**config.mk**
```make
export PLATFORM = sky130hd
export DESIGN_NAME = unidade_controle
export DESIGN_NICKNAME = d
export VERILOG_FILES = /design/src/rtl/cpu_pkg.sv /design/src/rtl/op_decoder.sv /design/src/rtl/unidade_controle.sv
export SDC_FILE = /design/constraint.sdc
export NUM_CORES = 1
export LEC_CHECK = 0
export BUFFER_PORTS_ARGS = -buffer_cell sky130_fd_sc_hd__buf_2
export CORE_ASPECT_RATIO = 1.75
export CORE_MARGIN = 4
export CORE_UTILIZATION = 54
export CTS_BUF_LIST = sky130_fd_sc_hd__clkbuf_4
export DETAILED_ROUTE_END_ITERATION = 6
export GPL_TIMING_DRIVEN = 0
export PLACE_DENSITY = 0.83
export SYNTH_ARGS = -nofsm -noshare
export SYNTH_HDL_FRONTEND = slang
export SYNTH_SLANG_ARGS = --single-unit
```
**constraint.sdc**
```tcl
create_clock -name clock -period 2.09 [get_ports clock]
set_clock_uncertainty 0.2 [all_clocks]
set_input_delay 0.1045 -clock clock [delete_from_list [all_inputs] [get_ports clock]]
set_output_delay 0.1045 -clock clock [all_outputs]
set_load 0.005 [all_outputs]
```
**src/rtl/cpu_pkg.sv**
```systemverilog
// Shared definitions for the 4-bit CPU: register control codes, ALU codes,
// opcodes and the control-unit state encoding.
package cpu_pkg;

    localparam logic [3:0] RegClear = 4'd0;
    localparam logic [3:0] RegLoad  = 4'd1;
    localparam logic [3:0] RegHold  = 4'd2;

    localparam logic [3:0] AluAdd = 4'd0;
    localparam logic [3:0] AluSub = 4'd1;
    localparam logic [3:0] AluAnd = 4'd2;
    localparam logic [3:0] AluOr  = 4'd3;

    localparam logic [3:0] OpNop    = 4'd0;
    localparam logic [3:0] OpLdx    = 4'd1;
    localparam logic [3:0] OpLdy    = 4'd2;
    localparam logic [3:0] OpAdd    = 4'd3;
    localparam logic [3:0] OpSub    = 4'd4;
    localparam logic [3:0] OpAnd    = 4'd5;
    localparam logic [3:0] OpOr     = 4'd6;
    localparam logic [3:0] OpClrz   = 4'd7;
    localparam logic [3:0] OpClrall = 4'd8;

    typedef enum logic [2:0] {
        StInit,
        StIdle,
        StAct,
        StExec,
        StWb
    } state_t;

endpackage

```
**src/rtl/op_decoder.sv**
```systemverilog
// Combinational opcode decoder: ALU/one-cycle class, register codes for the
// one-cycle case, ALU operation and illegal-opcode flag.
module op_decoder
    import cpu_pkg::*;
(
    input  logic [3:0] i_opcode,
    output logic       o_is_alu,
    output logic       o_illegal,
    output logic [3:0] o_tx,
    output logic [3:0] o_ty,
    output logic [3:0] o_tz,
    output logic [3:0] o_tula
);

    always_comb begin
        o_is_alu  = 1'b0;
        o_illegal = 1'b0;
        o_tx      = RegHold;
        o_ty      = RegHold;
        o_tz      = RegHold;
        o_tula    = AluAdd;
        case (i_opcode)
            OpNop: ;
            OpLdx: o_tx = RegLoad;
            OpLdy: o_ty = RegLoad;
            OpAdd: begin
                o_is_alu = 1'b1;
                o_tula   = AluAdd;
            end
            OpSub: begin
                o_is_alu = 1'b1;
                o_tula   = AluSub;
            end
            OpAnd: begin
                o_is_alu = 1'b1;
                o_tula   = AluAnd;
            end
            OpOr: begin
                o_is_alu = 1'b1;
                o_tula   = AluOr;
            end
            OpClrz: o_tz = RegClear;
            OpClrall: begin
                o_tx = RegClear;
                o_ty = RegClear;
                o_tz = RegClear;
            end
            // Illegal opcodes behave as NOP apart from raising the flag.
            default: o_illegal = 1'b1;
        endcase
    end

endmodule

```
**src/rtl/unidade_controle.sv**
```systemverilog
// Control unit: accepts one opcode per handshake and sequences the X/Y/Z register
// codes and ALU operation; counts retired instructions and flags illegal opcodes.
module unidade_controle
    import cpu_pkg::*;
#(
    parameter int unsigned CNT_W = 8
) (
    input  logic             clock,
    input  logic             reset,
    input  logic             instr_valid,
    input  logic [3:0]       opcode,
    output logic             instr_ready,
    output logic [3:0]       tx,
    output logic [3:0]       ty,
    output logic [3:0]       tz,
    output logic [3:0]       tula,
    output logic             done,
    output logic             erro,
    output logic [CNT_W-1:0] contador
);

    state_t r_state, w_state_d;

    logic [3:0]       r_opcode, w_op_sel;
    logic             w_handshake;
    logic             w_is_alu, w_illegal;
    logic [3:0]       w_dec_tx, w_dec_ty, w_dec_tz, w_dec_tula;

    logic [3:0]       r_tx, r_ty, r_tz, r_tula;
    logic [3:0]       w_tx_d, w_ty_d, w_tz_d, w_tula_d;
    logic             r_done, w_done_d;
    logic             r_ready, w_ready_d;
    logic             r_erro, w_erro_d;
    logic [CNT_W-1:0] r_cnt, w_cnt_d;

    assign w_handshake = instr_valid & r_ready;
    // Decode the incoming opcode on the handshake edge, the latched one afterwards.
    assign w_op_sel    = w_handshake ? opcode : r_opcode;

    op_decoder u_op_decoder (
        .i_opcode  (w_op_sel),
        .o_is_alu  (w_is_alu),
        .o_illegal (w_illegal),
        .o_tx      (w_dec_tx),
        .o_ty      (w_dec_ty),
        .o_tz      (w_dec_tz),
        .o_tula    (w_dec_tula)
    );

    always_comb begin
        w_state_d = r_state;
        case (r_state)
            StInit: w_state_d = StIdle;
            StIdle: if (w_handshake) w_state_d = w_is_alu ? StExec : StAct;
            StAct:  w_state_d = StIdle;
            StExec: w_state_d = StWb;
            StWb:   w_state_d = StIdle;
            default: w_state_d = StInit;
        endcase
    end

    // Outputs are computed from the next state so they register alongside it.
    always_comb begin
        w_tx_d    = RegHold;
        w_ty_d    = RegHold;
        w_tz_d    = RegHold;
        w_tula_d  = AluAdd;
        w_done_d  = 1'b0;
        w_ready_d = 1'b0;
        w_erro_d  = r_erro;
        w_cnt_d   = r_cnt;
        case (w_state_d)
            StIdle: w_ready_d = 1'b1;
            StAct: begin
                w_tx_d   = w_dec_tx;
                w_ty_d   = w_dec_ty;
                w_tz_d   = w_dec_tz;
                w_done_d = 1'b1;
                if (w_illegal) w_erro_d = 1'b1;
            end
            StExec: w_tula_d = w_dec_tula;
            StWb: begin
                w_tula_d = w_dec_tula;
                w_tz_d   = RegLoad;
                w_done_d = 1'b1;
            end
            default: begin
                w_tx_d = RegClear;
                w_ty_d = RegClear;
                w_tz_d = RegClear;
            end
        endcase
        if (w_done_d) w_cnt_d = r_cnt + {{(CNT_W-1){1'b0}}, 1'b1};
    end

    always_ff @(posedge clock) begin
        if (reset) begin
            r_state  <= StInit;
            r_opcode <= OpNop;
            r_tx     <= RegClear;
            r_ty     <= RegClear;
            r_tz     <= RegClear;
            r_tula   <= AluAdd;
            r_done   <= 1'b0;
            r_ready  <= 1'b0;
            r_erro   <= 1'b0;
            r_cnt    <= '0;
        end else begin
            r_state  <= w_state_d;
            r_opcode <= w_op_sel;
            r_tx     <= w_tx_d;
            r_ty     <= w_ty_d;
            r_tz     <= w_tz_d;
            r_tula   <= w_tula_d;
            r_done   <= w_done_d;
            r_ready  <= w_ready_d;
            r_erro   <= w_erro_d;
            r_cnt    <= w_cnt_d;
        end
    end

    assign instr_ready = r_ready;
    assign tx          = r_tx;
    assign ty          = r_ty;
    assign tz          = r_tz;
    assign tula        = r_tula;
    assign done        = r_done;
    assign erro        = r_erro;
    assign contador    = r_cnt;

endmodule

```
Word-level counts from Yosys, hierarchy flattened
Cells that the tools add are included.
{"block": "classes", "muxes": 14, "eq_ne": 16, "bitwise_logic": 3, "div": 0, "multipliers": 0, "n_shift": 0, "addsub": 1, "reduce_logical": 12, "magnitude_cmp": 0}
{"operator": "$eq A4 B3 Y1 const B", "n": 4}
{"operator": "$pmux W4 S2", "n": 2}
{"operator": "$eq A3 B2 Y1 const B", "n": 4}
{"operator": "$pmux W4 S3", "n": 1}
{"operator": "$reduce_or A2 Y1", "n": 5}
{"operator": "$pmux W3 S3", "n": 1}
{"operator": "$reduce_or A9 Y1", "n": 1}
{"operator": "$add A8 B1 Y8 const B", "n": 1}
{"operator": "$eq A4 B2 Y1 const B", "n": 2}
{"operator": "$pmux W2 S2", "n": 2}
{"operator": "$eq A3 B1 Y1 const B", "n": 2}
{"operator": "$eq A3 B3 Y1 const B", "n": 2}
{"operator": "$pmux W2 S3", "n": 1}
{"operator": "$reduce_or A3 Y1", "n": 2}
{"operator": "$eq A4 B1 Y1 const B", "n": 1}
{"operator": "$eq A4 B4 Y1 const B", "n": 1}
{"operator": "$logic_not A4 Y1", "n": 1}
{"operator": "$mux W1", "n": 4}
{"operator": "$mux W4", "n": 1}
{"operator": "$reduce_or A4 Y1", "n": 1}
{"operator": "$logic_not A3 Y1", "n": 1}
{"operator": "$mux W3", "n": 1}
{"operator": "$mux W2", "n": 1}
{"operator": "$not A1 Y1", "n": 2}
{"operator": "other kinds (2)", "n": 2}
{"block": "totals", "latch_bits": 0, "memories": 0, "ramBits": 0, "elab_cells": 56, "inputBits": 7, "output_inout_bits": 27, "ff_bits": 34, "romBits": 0}

Logic depth before layout (Yosys ltp)
{"block": "logic_depth", "depth_word": 12, "ltp_mapped": 5, "ltp_nobuf": 4}

By module
From an unflattened synthesis, not the netlist that was laid out.
{"block": "hier_totals", "hier_cells": 143, "hier_area_um2": 1466.4}
{"mod": "unidade_controle", "seq_area_each_um2": 680.7, "n_inst": 1, "area_per_inst_um2": 1255.0, "cells_per_inst": 114}
{"mod": "op_decoder", "seq_area_each_um2": 0.0, "n_inst": 1, "area_per_inst_um2": 211.5, "cells_per_inst": 29}

Least setup slack after synthesis
OpenSTA, ideal clock, no wires.
{"block": "synth_path", "path_type": "reg2reg", "startpoint": "register r_state[2]", "endpoint": "register r_cnt[4], in the netlist contador[4]", "t_required_ns": 1.767, "synth_period_minus_slack_ns": 1.840, "setup_time_ns": 0.123, "arrival_ns": 1.516, "setup_slack_ns": 0.250, "path_stages_with_launch": 5, "n_path_buf": 0, "path_cell_list": "dfxtp_1 -> nand2b_1 -> a2111o_2 -> a21oi_1 -> mux2_1"}
{"block": "synth_between", "elab_chain_cells": 6, "elab_cells_between_ends": 12, "cone_classes": "eq/ne (6); mux (3); reduce/logical (3)"}
{"element": "start, declared", "line_no": "unidade_controle.sv:22", "text": "state_t r_state, w_state_d;"}
{"element": "start signal, assigned", "line_no": "unidade_controle.sv:98", "text": "r_state <= StInit;"}
{"element": "start signal, assigned", "line_no": "unidade_controle.sv:109", "text": "r_state <= w_state_d;"}
{"element": "$eq A3 B3 Y1, or another cell as far along", "line_no": "unidade_controle.sv:52", "text": "case (r_state)"}
{"element": "$reduce_or A3 Y1 (no line)"}
{"element": "$pmux W3 S3 *", "line_no": "unidade_controle.sv:52"}
{"element": "$eq A3 B2 Y1 / $eq A3 B3 Y1 (equally long branches)", "line_no": "unidade_controle.sv:72", "text": "case (w_state_d)"}
{"element": "$reduce_or A2 Y1 (no line) *"}
{"element": "$mux W1 *", "line_no": "unidade_controle.sv:72"}
{"element": "end signal, assigned", "line_no": "unidade_controle.sv:118", "text": "r_cnt <= w_cnt_d;"}
{"element": "end, declared", "line_no": "unidade_controle.sv:34", "text": "logic [CNT_W-1:0] r_cnt, w_cnt_d;"}
Every way passes the cells marked *; elsewhere a longest branch is shown, timed or not.
A chain may end at the register's enable or synchronous reset.

Worst setup path after layout
{"block": "layout_path", "startpoint": "input port opcode[2]", "endpoint": "register r_cnt[5], in the netlist contador[5]"}
{"block": "layout_between", "elab_chain_cells": 10, "elab_cells_between_ends": 14, "cone_classes": "eq/ne (6); mux (6); reduce/logical (2)"}
{"element": "start, declared", "line_no": "unidade_controle.sv:11", "text": "input logic [3:0] opcode,"}
{"element": "$mux W4 *", "line_no": "unidade_controle.sv:38", "text": "assign w_op_sel = w_handshake ? opcode : r_opcode;"}
{"element": "$eq A4 B2 Y1 / $eq A4 B3 Y1 (equally long branches)", "line_no": "op_decoder.sv:22", "text": "case (i_opcode)"}
{"element": "$reduce_or A4 Y1 (no line) *"}
{"element": "$mux W1 *", "line_no": "op_decoder.sv:22"}
{"element": "$mux W1 *", "line_no": "unidade_controle.sv:54", "text": "StIdle: if (w_handshake) w_state_d = w_is_alu ? StExec : StAct;"}
{"element": "$mux W3 *", "line_no": "unidade_controle.sv:54"}
{"element": "$pmux W3 S3 *", "line_no": "unidade_controle.sv:52"}
{"element": "$eq A3 B2 Y1 / $eq A3 B3 Y1 (equally long branches)", "line_no": "unidade_controle.sv:72"}
{"element": "$reduce_or A2 Y1 (no line) *"}
{"element": "$mux W1 *", "line_no": "unidade_controle.sv:72"}
Marks and branches as above.

==> metrics.yaml <==
setup_path:
  critPathKind: "input port to flop"
  startpoint_type: "input port"
  r2r_setup_slack_ns: 0.09
  critPathCaptureType: "flop"
  path_max_fanout: 7
  slowest_stage: "a2111o_2"
  rr_startpoint: "r_state[2]$_SDFF_PP0_"
  cpPeakStageDelay_ns: 0.57
  cp.required_ns: 2.13
  regToRegEndpoint: "contador[5]$_SDFFE_PP0P_"
  path_cells: "dlygate4sd3_1 -> buf_2 -> nor2b_1 -> a2111o_2 -> a21oi_1 -> mux2_1"
  arrival_ns: 2.08
  reg2reg_depth: 4
cts:
  clk_path_buf_depth: 2
  cts_htree_levels: 1
  path_clk_slew_ns: 0.14
  cts_tree: "built"
  clk_latency_ns: 0.33
  cts_buffers: 3
  ctsRootBufferMaster: "clkbuf_4"
  cts_num_sinks: 26
floorplanning:
  die_w_um: 45.97
  start_util_pct: 57.74
  die_h_um: 74.45
  core-area_um2: 2360
  die_area_um2: 3422
  ios: 34
  num_rows: 23
run_status:
  status: "completed"
final_layout:
  drive_gt1_share_pct: 29.59
  fill_cells: 203
  fin_nets: 205
  final_util_pct: 70.73
  area_growth_pct: 22.50
  antenna_cells: 0
  finish.instance_area_um2: 1669
placement:
  hpwl_mm: 2.434
  port_buffers: 25
  place_area_um2: 1545
  gp_congestion: 0.8796
synth:
  synth_edf_count: 0
  syn_area_um2: 1363
  synth_top_area_share_pct: 38.20
  async_flop_share_pct: 0
  yosys.area.top_type: "dfxtp_1"
  yosys_register_bits: 26
  synth_flop_cell: "dfxtp_1"
  synth_cells: 153
  synth_area_leaders: "dfxtp_1, a21oi_1, buf_4"
  ys_warn_count: 0
  ys_seq_area_share_pct: 38.20
  yosysUniqueCellTypes: 42
  synth.avg_cell_area_um2: 8.906
grt:
  grt.total_usage_pct: 21.18
  use_met1_pct: 21.82
  grt_pass1_vias: 1203
  top_usage_layer: "met2"
  met2_usage_pct: 39.26
  grtUsageMet3_pct: 3.148
  overflow: 0
  antenna_found_initial: 0
  grt_pass1_wl_mm: 5.340
  grt_max_degree: 16
power:
  power_frac_clock_pct: 33.9
  ir_worst_vdd_v: 0.0005977
  combPwrFrac_pct: 14.8
  p_per_area_nw_per_um2: 612.9
  power.switching_mw: 0.2495
  p_seq_share_pct: 51.3
  power_mw: 1.023
  swShare_pct: 24.39
  p_leak_nw: 0.7664
  intPower_mw: 0.7735
timing:
  rsz0062_at_grt: "no"
  drv_slew: 0
  period_share_pct: 97.72
  fmax_ghz: 0.4896
  relSlewSlack_pct: 65.61
  holdWs_ns: 0.003456
  period_minus_slack_ns: 2.042
  setup_viol: 0
  tns_ns: 0
  hold_viol_final: 0
  max_slew.worst_pin.slew_ns: 0.5159
hold_path:
  hp-class: "input port to flop"
  hold_path_end: "tula[0]$_SDFF_PP0_"
  hold_depth: 3
  worstHoldStart: "opcode[0]"
drt:
  dr.pass1.iters: 4
  drtIter0Drc: 20
  drt-total-wl_mm: 3.350
  vias: 1260
  ant_nets: 0
  drc: 0
  vias_per_cell: 5.701
  wl_per_cell_um: 15.16
job:
  max-cap-violations: 0
==> power by group through the flow <==
| stage | sequential [mW] | clock, mW | combinational, mW |
|---|---|---|---|
| after global placement | 0.533 | 0 | 0.134 |
| after CTS | 0.524 | 0.351 | 0.147 |
| after detailed placement | 0.534 | 0 | 0.140 |
| after global routing | 0.526 | 0.367 | 0.168 |
| final | 0.524 | 0.347 | 0.152 |
| after floorplan | 0.533 | 0 | 0.0968 |
==> synthesized netlist by cell type (all sizes together), types with 2 or more instances <==
master and count:
dfxtp 26, a21oi 18, nor2 13, buf 12
nand2 10, mux2 7, nand3 7, nor2b 7
a211oi 6, and2b 4, and3 4, mux2i 4
nand3b 4, o32ai 3, a21o 2, clkbuf 2
inv 2, nand2b 2, nor3 2, o211ai 2
o21ai 2
==> layer usage <==
metal,part of all wire (%),up-vias
li1,-,618
met1,37,587
met2,54,42
met3,4.6,13
met4,4.1,0
met5,0,-
==> placed cells by master, fill, tap and decap left out, drive strengths merged <==
cell type	instances
nor4	1
xnor2	1
clkbuf	5
o211ai	2
nor2b	7
dfxtp	26
dlygate4sd3	5
nand3b	4
nand3	7
nand2b	2
inv	2
or3	1
nor2	13
and3	4
nand2	10
mux2	7
o32ai	3
or2	1
mux2i	4
o21ai	2
xor2	1
o22a	1
a21o	2
o22ai	1
bufinv	1
conb	8
a2111o	1
nor3	2
and2	1
and4bb	1
a211o	1
a21oi	18
buf	39
a2111oi	1
ha	1
a211oi	6
and2b	4
==> flip-flops by register name, summed over array words and instances, names as in the netlist <==
register,count
instr_ready,1
tx,2
tz,2
erro,1
contador,8
ty,2
r_state,3
done,1
tula,2
r_opcode,4
==> critical path: cells and delay by family <==
kind                   cells  cell delay, ns
buffers and inverters      2            0.68
AOI/OAI and AO/OA          2            0.76
and+or+nand+nor            1            0.20
muxes                      1            0.34
==> cell families (layout without fill, tap and decap cells) <==
logic type	after synthesis	count (layout)	synth area share [%]
xor+xnor	2	2	1.286
fa+ha+maj	1	1	0.9181
mux	11	11	8.723
compound gates	38	38	18.55
buf+inv	16	52	7.622
other cells	1	8	0.2752
flops	26	26	38.20
simple gates	58	58	24.43
==> cell type report <==
| type | count | area (um2) | share of cell area (%) |
|---|---|---|---|
| multi-input combinational | 118 | 770.7 | 46.18 |
| sequential | 26 | 520.5 | 31.18 |
| timing repair buffer | 32 | 190.2 | 11.39 |
| buffer | 14 | 96.34 | 5.772 |
| tap | 25 | 31.28 | 1.874 |
| clock inverter | 1 | 30.03 | 1.799 |
| clock buffer | 3 | 22.52 | 1.349 |
| inverter | 2 | 7.507 | 0.4498 |
==> worst max path at each step <==
| stage | from | to | slack (ns) |
|---|---|---|---|
| after CTS | opcode[1] | contador[5]$_SDFFE_PP0P_ | 0.02 |
| final | opcode[2] | contador[5]$_SDFFE_PP0P_ | 0.05 |
| after floorplan | r_state[2]$_SDFF_PP0_ | contador[4]$_SDFFE_PP0P_ | 0.25 |
| after detailed placement | r_state[2]$_SDFF_PP0_ | contador[5]$_SDFFE_PP0P_ | 0.06 |
| after global placement | r_state[2]$_SDFF_PP0_ | contador[7]$_SDFFE_PP0P_ | 0.11 |
| after global routing | opcode[2] | contador[5]$_SDFFE_PP0P_ | 0.003 |
==> stage by stage <==
step                      cells  worst slack (ns)
after floorplan             160            0.2505
after global placement      210            0.1056
after detailed placement    210           0.05545
after CTS                   219           0.02083
after global routing        221          0.002544
final                       221           0.04758
==> timing repair <==
item / 4_1_cts / 5_1_grt
endpoints found under the hold margin: 7 / 0
setup endpoints to repair: 0 / 4
gates resized for setup: 0 / 2
buffers inserted: 0 / 2
hold buffers: 5 / 0
Power figures use the tool's default switching activity.
